[src/rtl/keypad_pkg.sv]
// Shared keypad geometry, key-vector type and small helpers for the 4x4 matrix scanner.
package keypad_pkg;

    localparam int unsigned KP_ROWS  = 4;
    localparam int unsigned KP_COLS  = 4;
    localparam int unsigned KP_KEYS  = KP_ROWS * KP_COLS;
    localparam int unsigned KP_ROW_W = 2;

    typedef logic [KP_KEYS-1:0] key_vec_t;
    typedef logic [KP_COLS-1:0] col_vec_t;

    function automatic int unsigned key_idx(input int unsigned row, input int unsigned col);
        return row * KP_COLS + col;
    endfunction

    function automatic logic [KP_ROWS-1:0] row_onecold(input logic [KP_ROW_W-1:0] row);
        return ~(KP_ROWS'(1) << row);
    endfunction

    // True when two row snapshots have at least two pressed columns in common
    function automatic logic shares_two(input col_vec_t a, input col_vec_t b);
        col_vec_t m;
        m = a & b;
        return (m & (m - col_vec_t'(1))) != '0;
    endfunction

endpackage

[src/rtl/keypad_scan_if.sv]
// Keypad matrix lines plus the debounced key-vector outputs toward the game core.
interface keypad_scan_if;
    import keypad_pkg::*;

    logic [KP_COLS-1:0] col_n;
    logic [KP_ROWS-1:0] row_n;
    key_vec_t           key;
    key_vec_t           key_press;
    key_vec_t           key_release;
    logic               frame_done;

    modport master (
        input  col_n,
        output row_n, key, key_press, key_release, frame_done
    );

    modport slave (
        output col_n,
        input  row_n, key, key_press, key_release, frame_done
    );

endinterface

[src/rtl/keypad_debounce.sv]
// Frame-granularity debouncer: a key vector is accepted after DEBOUNCE_FRAMES identical frames.
module keypad_debounce
    import keypad_pkg::*;
#(
    parameter int unsigned DEBOUNCE_FRAMES = 5
) (
    input  logic     clk,
    input  logic     rst,
    input  key_vec_t i_frame,
    input  logic     i_valid,
    output key_vec_t o_key,
    output key_vec_t o_key_press,
    output key_vec_t o_key_release
);

    localparam int unsigned        CNT_W   = $clog2(DEBOUNCE_FRAMES + 1);
    localparam logic [CNT_W-1:0]   CNT_MAX = CNT_W'(DEBOUNCE_FRAMES);

    key_vec_t         r_cand;
    key_vec_t         r_key;
    key_vec_t         r_press;
    key_vec_t         r_release;
    logic [CNT_W-1:0] r_cnt;
    logic [CNT_W-1:0] w_cnt_nxt;
    logic             w_accept;

    // A differing frame restarts the run at 1; a matching one extends it up to saturation
    always_comb begin
        w_cnt_nxt = CNT_W'(1);
        if (i_frame == r_cand) begin
            w_cnt_nxt = (r_cnt < CNT_MAX) ? r_cnt + CNT_W'(1) : r_cnt;
        end
    end

    assign w_accept = (w_cnt_nxt == CNT_MAX) && (i_frame != r_key);

    always_ff @(posedge clk) begin
        if (rst) begin
            r_cand    <= '0;
            r_cnt     <= '0;
            r_key     <= '0;
            r_press   <= '0;
            r_release <= '0;
        end else begin
            r_press   <= '0;
            r_release <= '0;
            if (i_valid) begin
                r_cand <= i_frame;
                r_cnt  <= w_cnt_nxt;
                if (w_accept) begin
                    r_key     <= i_frame;
                    r_press   <= i_frame & ~r_key;
                    r_release <= r_key & ~i_frame;
                end
            end
        end
    end

    assign o_key         = r_key;
    assign o_key_press   = r_press;
    assign o_key_release = r_release;

endmodule

[src/rtl/keypad_scan.sv]
// 4x4 keypad row scanner with column synchroniser, frame assembly and debounce.
// Define KEYPAD_GHOST_REJECT_EN to drop frames where two rows share two or more pressed columns.
module keypad_scan
    import keypad_pkg::*;
#(
    parameter int unsigned SCAN_CYCLES     = 1000,
    parameter int unsigned DEBOUNCE_FRAMES = 5
) (
    input  logic          clk,
    input  logic          rst,
    keypad_scan_if.master kp
);

    localparam int unsigned           SLOT_W    = $clog2(SCAN_CYCLES);
    localparam logic [SLOT_W-1:0]     SLOT_LAST = SLOT_W'(SCAN_CYCLES - 1);
    localparam logic [KP_ROW_W-1:0]   ROW_LAST  = KP_ROW_W'(KP_ROWS - 1);
    localparam int unsigned           SHADOW_W  = KP_KEYS - KP_COLS;

    logic [KP_COLS-1:0]  r_col_s1;
    logic [KP_COLS-1:0]  r_col_s2;
    logic [SLOT_W-1:0]   r_slot;
    logic [KP_ROW_W-1:0] r_row;
    logic [KP_ROWS-1:0]  r_row_n;
    logic [SHADOW_W-1:0] r_shadow;
    key_vec_t            r_frame;
    logic                r_frame_done;
    col_vec_t            w_cols;
    logic                w_slot_end;
    logic                w_ghost;
    logic                w_frame_valid;

    assign w_cols     = ~r_col_s2;
    assign w_slot_end = (r_slot == SLOT_LAST);

    // Columns idle high, so the synchroniser resets to "nothing pressed"
    always_ff @(posedge clk) begin
        if (rst) begin
            r_col_s1 <= '1;
            r_col_s2 <= '1;
        end else begin
            r_col_s1 <= kp.col_n;
            r_col_s2 <= r_col_s1;
        end
    end

    // Sample at the last cycle of each row slot; the last row completes the frame
    always_ff @(posedge clk) begin
        if (rst) begin
            r_slot       <= '0;
            r_row        <= '0;
            r_row_n      <= row_onecold('0);
            r_shadow     <= '0;
            r_frame      <= '0;
            r_frame_done <= 1'b0;
        end else begin
            r_frame_done <= 1'b0;
            if (w_slot_end) begin
                r_slot  <= '0;
                r_row   <= r_row + KP_ROW_W'(1);
                r_row_n <= row_onecold(r_row + KP_ROW_W'(1));
                for (int r = 0; r < int'(KP_ROWS) - 1; r++) begin
                    if (r_row == KP_ROW_W'(r)) r_shadow[r*KP_COLS +: KP_COLS] <= w_cols;
                end
                if (r_row == ROW_LAST) begin
                    r_frame      <= {w_cols, r_shadow};
                    r_frame_done <= 1'b1;
                end
            end else begin
                r_slot <= r_slot + SLOT_W'(1);
            end
        end
    end

`ifdef KEYPAD_GHOST_REJECT_EN
    always_comb begin
        w_ghost = 1'b0;
        for (int a = 0; a < int'(KP_ROWS); a++) begin
            for (int b = a + 1; b < int'(KP_ROWS); b++) begin
                if (shares_two(r_frame[a*KP_COLS +: KP_COLS], r_frame[b*KP_COLS +: KP_COLS])) begin
                    w_ghost = 1'b1;
                end
            end
        end
    end
`else
    assign w_ghost = 1'b0;
`endif

    assign w_frame_valid = r_frame_done & ~w_ghost;

    keypad_debounce #(
        .DEBOUNCE_FRAMES (DEBOUNCE_FRAMES)
    ) u_debounce (
        .clk           (clk),
        .rst           (rst),
        .i_frame       (r_frame),
        .i_valid       (w_frame_valid),
        .o_key         (kp.key),
        .o_key_press   (kp.key_press),
        .o_key_release (kp.key_release)
    );

    assign kp.row_n      = r_row_n;
    assign kp.frame_done = r_frame_done;

endmodule

[src/flat_wrapper.sv]
// flat-port wrapper written by rule: the top's interface ports become plain ports
module keypad_scan_flat import keypad_pkg::*;
#(
    parameter int unsigned SCAN_CYCLES     = 1000,
    parameter int unsigned DEBOUNCE_FRAMES = 5
)
  (clk, rst, kp_col_n, kp_row_n, kp_key, kp_key_press, kp_key_release, kp_frame_done);
  keypad_scan_if kp_i ();
  input  logic clk;
  input  logic rst;
  input wire logic [$bits(kp_i.col_n)-1:0] kp_col_n;
  output wire logic [$bits(kp_i.row_n)-1:0] kp_row_n;
  output wire logic [$bits(kp_i.key)-1:0] kp_key;
  output wire logic [$bits(kp_i.key_press)-1:0] kp_key_press;
  output wire logic [$bits(kp_i.key_release)-1:0] kp_key_release;
  output wire logic [$bits(kp_i.frame_done)-1:0] kp_frame_done;
  assign kp_i.col_n = kp_col_n;
  assign kp_row_n = kp_i.row_n;
  assign kp_key = kp_i.key;
  assign kp_key_press = kp_i.key_press;
  assign kp_key_release = kp_i.key_release;
  assign kp_frame_done = kp_i.frame_done;
  keypad_scan #(.SCAN_CYCLES(SCAN_CYCLES), .DEBOUNCE_FRAMES(DEBOUNCE_FRAMES)) u_core (.clk(clk), .rst(rst), .kp(kp_i));
endmodule
[config.mk]
export PLATFORM = sky130hd
export DESIGN_NAME = keypad_scan_flat
export DESIGN_NICKNAME = d
export VERILOG_FILES = /design/src/rtl/keypad_pkg.sv /design/src/rtl/keypad_scan_if.sv /design/src/rtl/keypad_debounce.sv /design/src/rtl/keypad_scan.sv /design/src/flat_wrapper.sv
export SDC_FILE = /design/constraint.sdc
export NUM_CORES = 1
export LEC_CHECK = 0
export CORE_MARGIN = 2
export CORE_UTILIZATION = 59
export DETAILED_ROUTE_END_ITERATION = 7
export PLACE_DENSITY = 0.8
export SKIP_LAST_GASP = 1
export SYNTH_ARGS = -nofsm -noshare
export SYNTH_HDL_FRONTEND = slang
export SYNTH_SLANG_ARGS = --single-unit
export TNS_END_PERCENT = 1
[constraint.sdc]
create_clock -name clk -period 4.1 [get_ports clk]
set_input_delay 1.025 -clock clk [delete_from_list [all_inputs] [get_ports clk]]
set_output_delay 1.025 -clock clk [all_outputs]
set_load 0.03 [all_outputs]
==> summary.md <==
| Metric | Value |
|---|---|
| Outcome | `complete, no violations` |
| Synthesized area | `4841 µm²` |
| Bufs and invs on worst path | `1` |
| # rows | `33` |
| CTS sink count | `120` |
| FMAX | `374.9 MHz` |
| Worst-Margin Slew | `0.9624 ns` |
| #FFs+latches synth | `120` |
| Final Hold Fails | `0` |
| Initial core utilization | `0.5982` |
| WL/cell | `13.78 µm` |
| I/O pin cnt | `59` |
| Worst hold path class | `flip-flop to flip-flop` |
| Drt total wl | `9.138 mm` |
| Area occupied by multi-input gates | `2182 µm²` |
| Worst-case clock buffer depth | `2` |
| FF-to-FF Start | `u_core.r_frame[9]` |
| Top delay family on crit path | `buffers and inverters` |
| Min cycle time layout | `2.668 ns` |
| I/O Buffers | `58` |
| Clock skew | `0.007154 ns` |
| Root Buffer | `clkbuf_8` |
| Final Setup Violations | `0` |
| Syn avg cell area | `9.839 µm²` |
| Slowest cell on crit path | `clkdlybuf4s50_1` |
| Type of origin of the critical path | `flip-flop` |
| GRT overflow | `0` |
| Hold Crit Endpoint | `u_core.r_col_s2[2]` |
| Post-CTS setup-driven buffer insertion count | `0` |
| Post-route ant nets | `0` |
| Iteration count of the initial detailed-routing pass | `4` |
| CP Capture Type | `primary output` |
| YS warnings | `0` |
| Storage cell area | `2402 µm²` |
| GP Congestion | `0.7944` |
| Pleak | `0.002291 µW` |
| Layout cell share with drive strength beyond 1 | `0.08423` |
| Arr. time, crit path | `1.64 ns` |
| CP max FO | `5` |
| Final period util | `0.6506` |
| Mapped Nets | `537` |
| Crit Path Class | `flip-flop to primary output` |
| Crit-path cells | `clkdlybuf4s50_1` |
| Die area | `8945 µm²` |
| Filler cells | `573` |
| Worst-skew pair later-pin latency | `0.51 ns` |
| Syn Inst Count | `492` |
| Post-CTS Resized | `0` |
| Normalized max-slew margin | `0.3584` |
| Yosys cell types | `37` |
| DP HPWL | `6.213 mm` |
| Initial antenna violation count | `0` |
| Largest net degree at the start of global routing | `57` |
| CTS tree | `yes` |
| Die width | `94.58 µm` |
| Clock-pin slew on the worst setup and hold paths | `0.05 ns` |
| H-tree depth | `4` |
| Max cap viols | `0` |
| Hold path start | `u_core.r_col_s1[2]` |
| Hold Crit Depth | `1` |
| Slew Limit Fails | `0` |
| CP max stage delay | `0.71 ns` |
| N_diodes | `0` |
| Iteration-0 DRC Markers | `198` |
| DR vias | `3439` |
| Total chip power | `2493 µW` |
| First-pass GRT wire length | `15.35 mm` |
| Final setup TNS | `0 ns` |
| Crit Reg-Reg Endpoint | `u_core.u_debounce.o_key[3]` |
| R2R depth | `5` |
| Cts hold-fix bufs | `0` |
| Die Ht | `94.58 µm` |
| DRC violations left | `0` |
| CP Data Required Time | `3.07 ns` |
| Overall Global Routing Usage | `0.2224` |
| Final Core Density | `0.7400` |
| P per Cell Area | `416.3 nW/µm²` |
| Worst IR drop on VDD | `0.0002932 V` |
| CTS Buf Count | `17` |
| Register area share after synthesis | `0.4963` |
| Vias in the first global route | `3328` |
| FF-to-FF setup slack | `1.52 ns` |
| Nets@finish | `591` |
| Core ar. | `8093 µm²` |
| Unrepaired setup endpoints after global routing | `no` |
| Area delta synth->final | `23.70%` |
| Via/cell ratio | `5.187` |
## state kept, by name (all words and copies together) (netlist names)
name	flops
u_core.u_debounce.r_cand	16
u_core.r_slot	10
u_core.u_debounce.o_key_release	16
u_core.kp.row_n	4
u_core.u_debounce.o_key	16
u_core.r_row	2
u_core.r_col_s2	4
u_core.r_col_s1	4
u_core.u_debounce.r_cnt	3
u_core.r_shadow	12
u_core.u_debounce.o_key_press	16
u_core.kp.frame_done	1
u_core.r_frame	16
## synth_stat cells
| cell type | number | area, µm² |
|---|---|---|
| nand2b_1 | 3 | 18.77 |
| nor4_1 | 5 | 31.28 |
| nor3_4 | 1 | 16.27 |
| and4_1 | 1 | 8.760 |
| o21bai_1 | 3 | 22.52 |
| inv_1 | 37 | 138.9 |
| xnor2_1 | 7 | 61.31 |
| o21ai_1 | 1 | 5.000 |
| nand3_1 | 6 | 30.03 |
| clkbuf_2 | 3 | 15.01 |
| o31ai_1 | 16 | 120.1 |
| nor2b_1 | 2 | 12.51 |
| dfxtp_1 | 120 | 2402 |
| mux2i_1 | 17 | 170.2 |
| nand4_1 | 7 | 43.79 |
| a211o_1 | 16 | 140.1 |
| o22ai_1 | 1 | 6.260 |
| buf_1 | 2 | 7.510 |
| ha_1 | 39 | 488.0 |
| buf_2 | 4 | 20.02 |
| a22o_1 | 1 | 8.760 |
| a211oi_1 | 17 | 127.6 |
| a21oi_1 | 13 | 65.06 |
| nand2_1 | 27 | 101.4 |
| a311oi_1 | 1 | 8.760 |
| or2_2 | 9 | 56.30 |
| and2_1 | 36 | 225.2 |
| buf_4 | 1 | 7.510 |
| a31o_2 | 1 | 8.760 |
| nor2_1 | 53 | 198.9 |
| clkbuf_1 | 18 | 67.56 |
| and3_1 | 2 | 12.51 |
| xor2_1 | 18 | 157.7 |
| nor3b_2 | 1 | 12.51 |
| o21ai_0 | 1 | 5.000 |
| nand2_2 | 1 | 6.260 |
| nor4_2 | 1 | 12.51 |
## placed cells by master (no fill, tap or decap), types with 7 or more instances in the layout
cell,count
and2_1,36
o31ai_1,16
nand2_1,27
xnor2_1,7
inv_1,37
mux2i_1,17
a21oi_1,13
nor2_1,53
a211oi_1,17
dfxtp_1,120
ha_1,39
xor2_1,18
a211o_1,16
nand4_1,7
clkdlybuf4s50_1,57
clkbuf_16,16
or2_2,9
## where the power goes
part | internal [µW] | switching, µW
logic | 10.9 | 19.1
clock network | 807 | 478
registers | 1170 | 4.25
total | 1990 | 501
## worst max-delay path by stage
stage	from	endpoint	slack [ns]	cells past startpoint
floorplan	u_core.u_debounce.o_key[14]	u_core.u_debounce.o_key[5]	1.95	8
global placement	rst	u_core.u_debounce.o_key[15]	1.66	4
detailed placement	u_core.r_frame[5]	u_core.u_debounce.o_key[14]	1.62	5
CTS	u_core.kp.frame_done	kp_frame_done	1.42	1
global route	u_core.r_frame[1]	u_core.u_debounce.o_key[6]	1.33	5
finish	u_core.kp.frame_done	kp_frame_done	1.43	1
## kinds of logic after synthesis
| group | Yosys count | share of synthesized area |
|---|---|---|
| compound gates | 71 | 0.1070 |
| xor+xnor | 25 | 0.04523 |
| fa+ha+maj | 39 | 0.1008 |
| buf+inv | 65 | 0.05298 |
| flops | 120 | 0.4963 |
| mux | 17 | 0.03515 |
| simple gates | 155 | 0.1626 |
## metal layers
layer / vias to the layer above / GRT usage / part of all wire
met2: 80 / 0.3798 / 0.50
met5: - / 0 / 0
met1: 1601 / 0.2655 / 0.45
met3: 11 / 0.06305 / 0.039
li1: 1747 / - / -
met4: 0 / 0.08696 / 0.012
## layout make-up
type,count,share of cell area
multi-input combinational,307,0.3644
inverter,37,0.02319
clock inverter,9,0.01295
tap,105,0.02194
clock buffer,22,0.07397
sequential,120,0.4012
timing repair buffer,63,0.1024
## per-stage QoR
stage	instance area, µm²	setup slack, ns	hold slack, ns	instances
floorplan	4841	1.948	0.3895	492
global placement	5468	1.664	0.3925	632
detailed placement	5468	1.620	0.3928	632
CTS	5988	1.425	0.4058	663
global route	5988	1.333	0.4166	663
finish	5988	1.432	0.4042	663
Note: power is estimated with default switching activity, not from simulation.
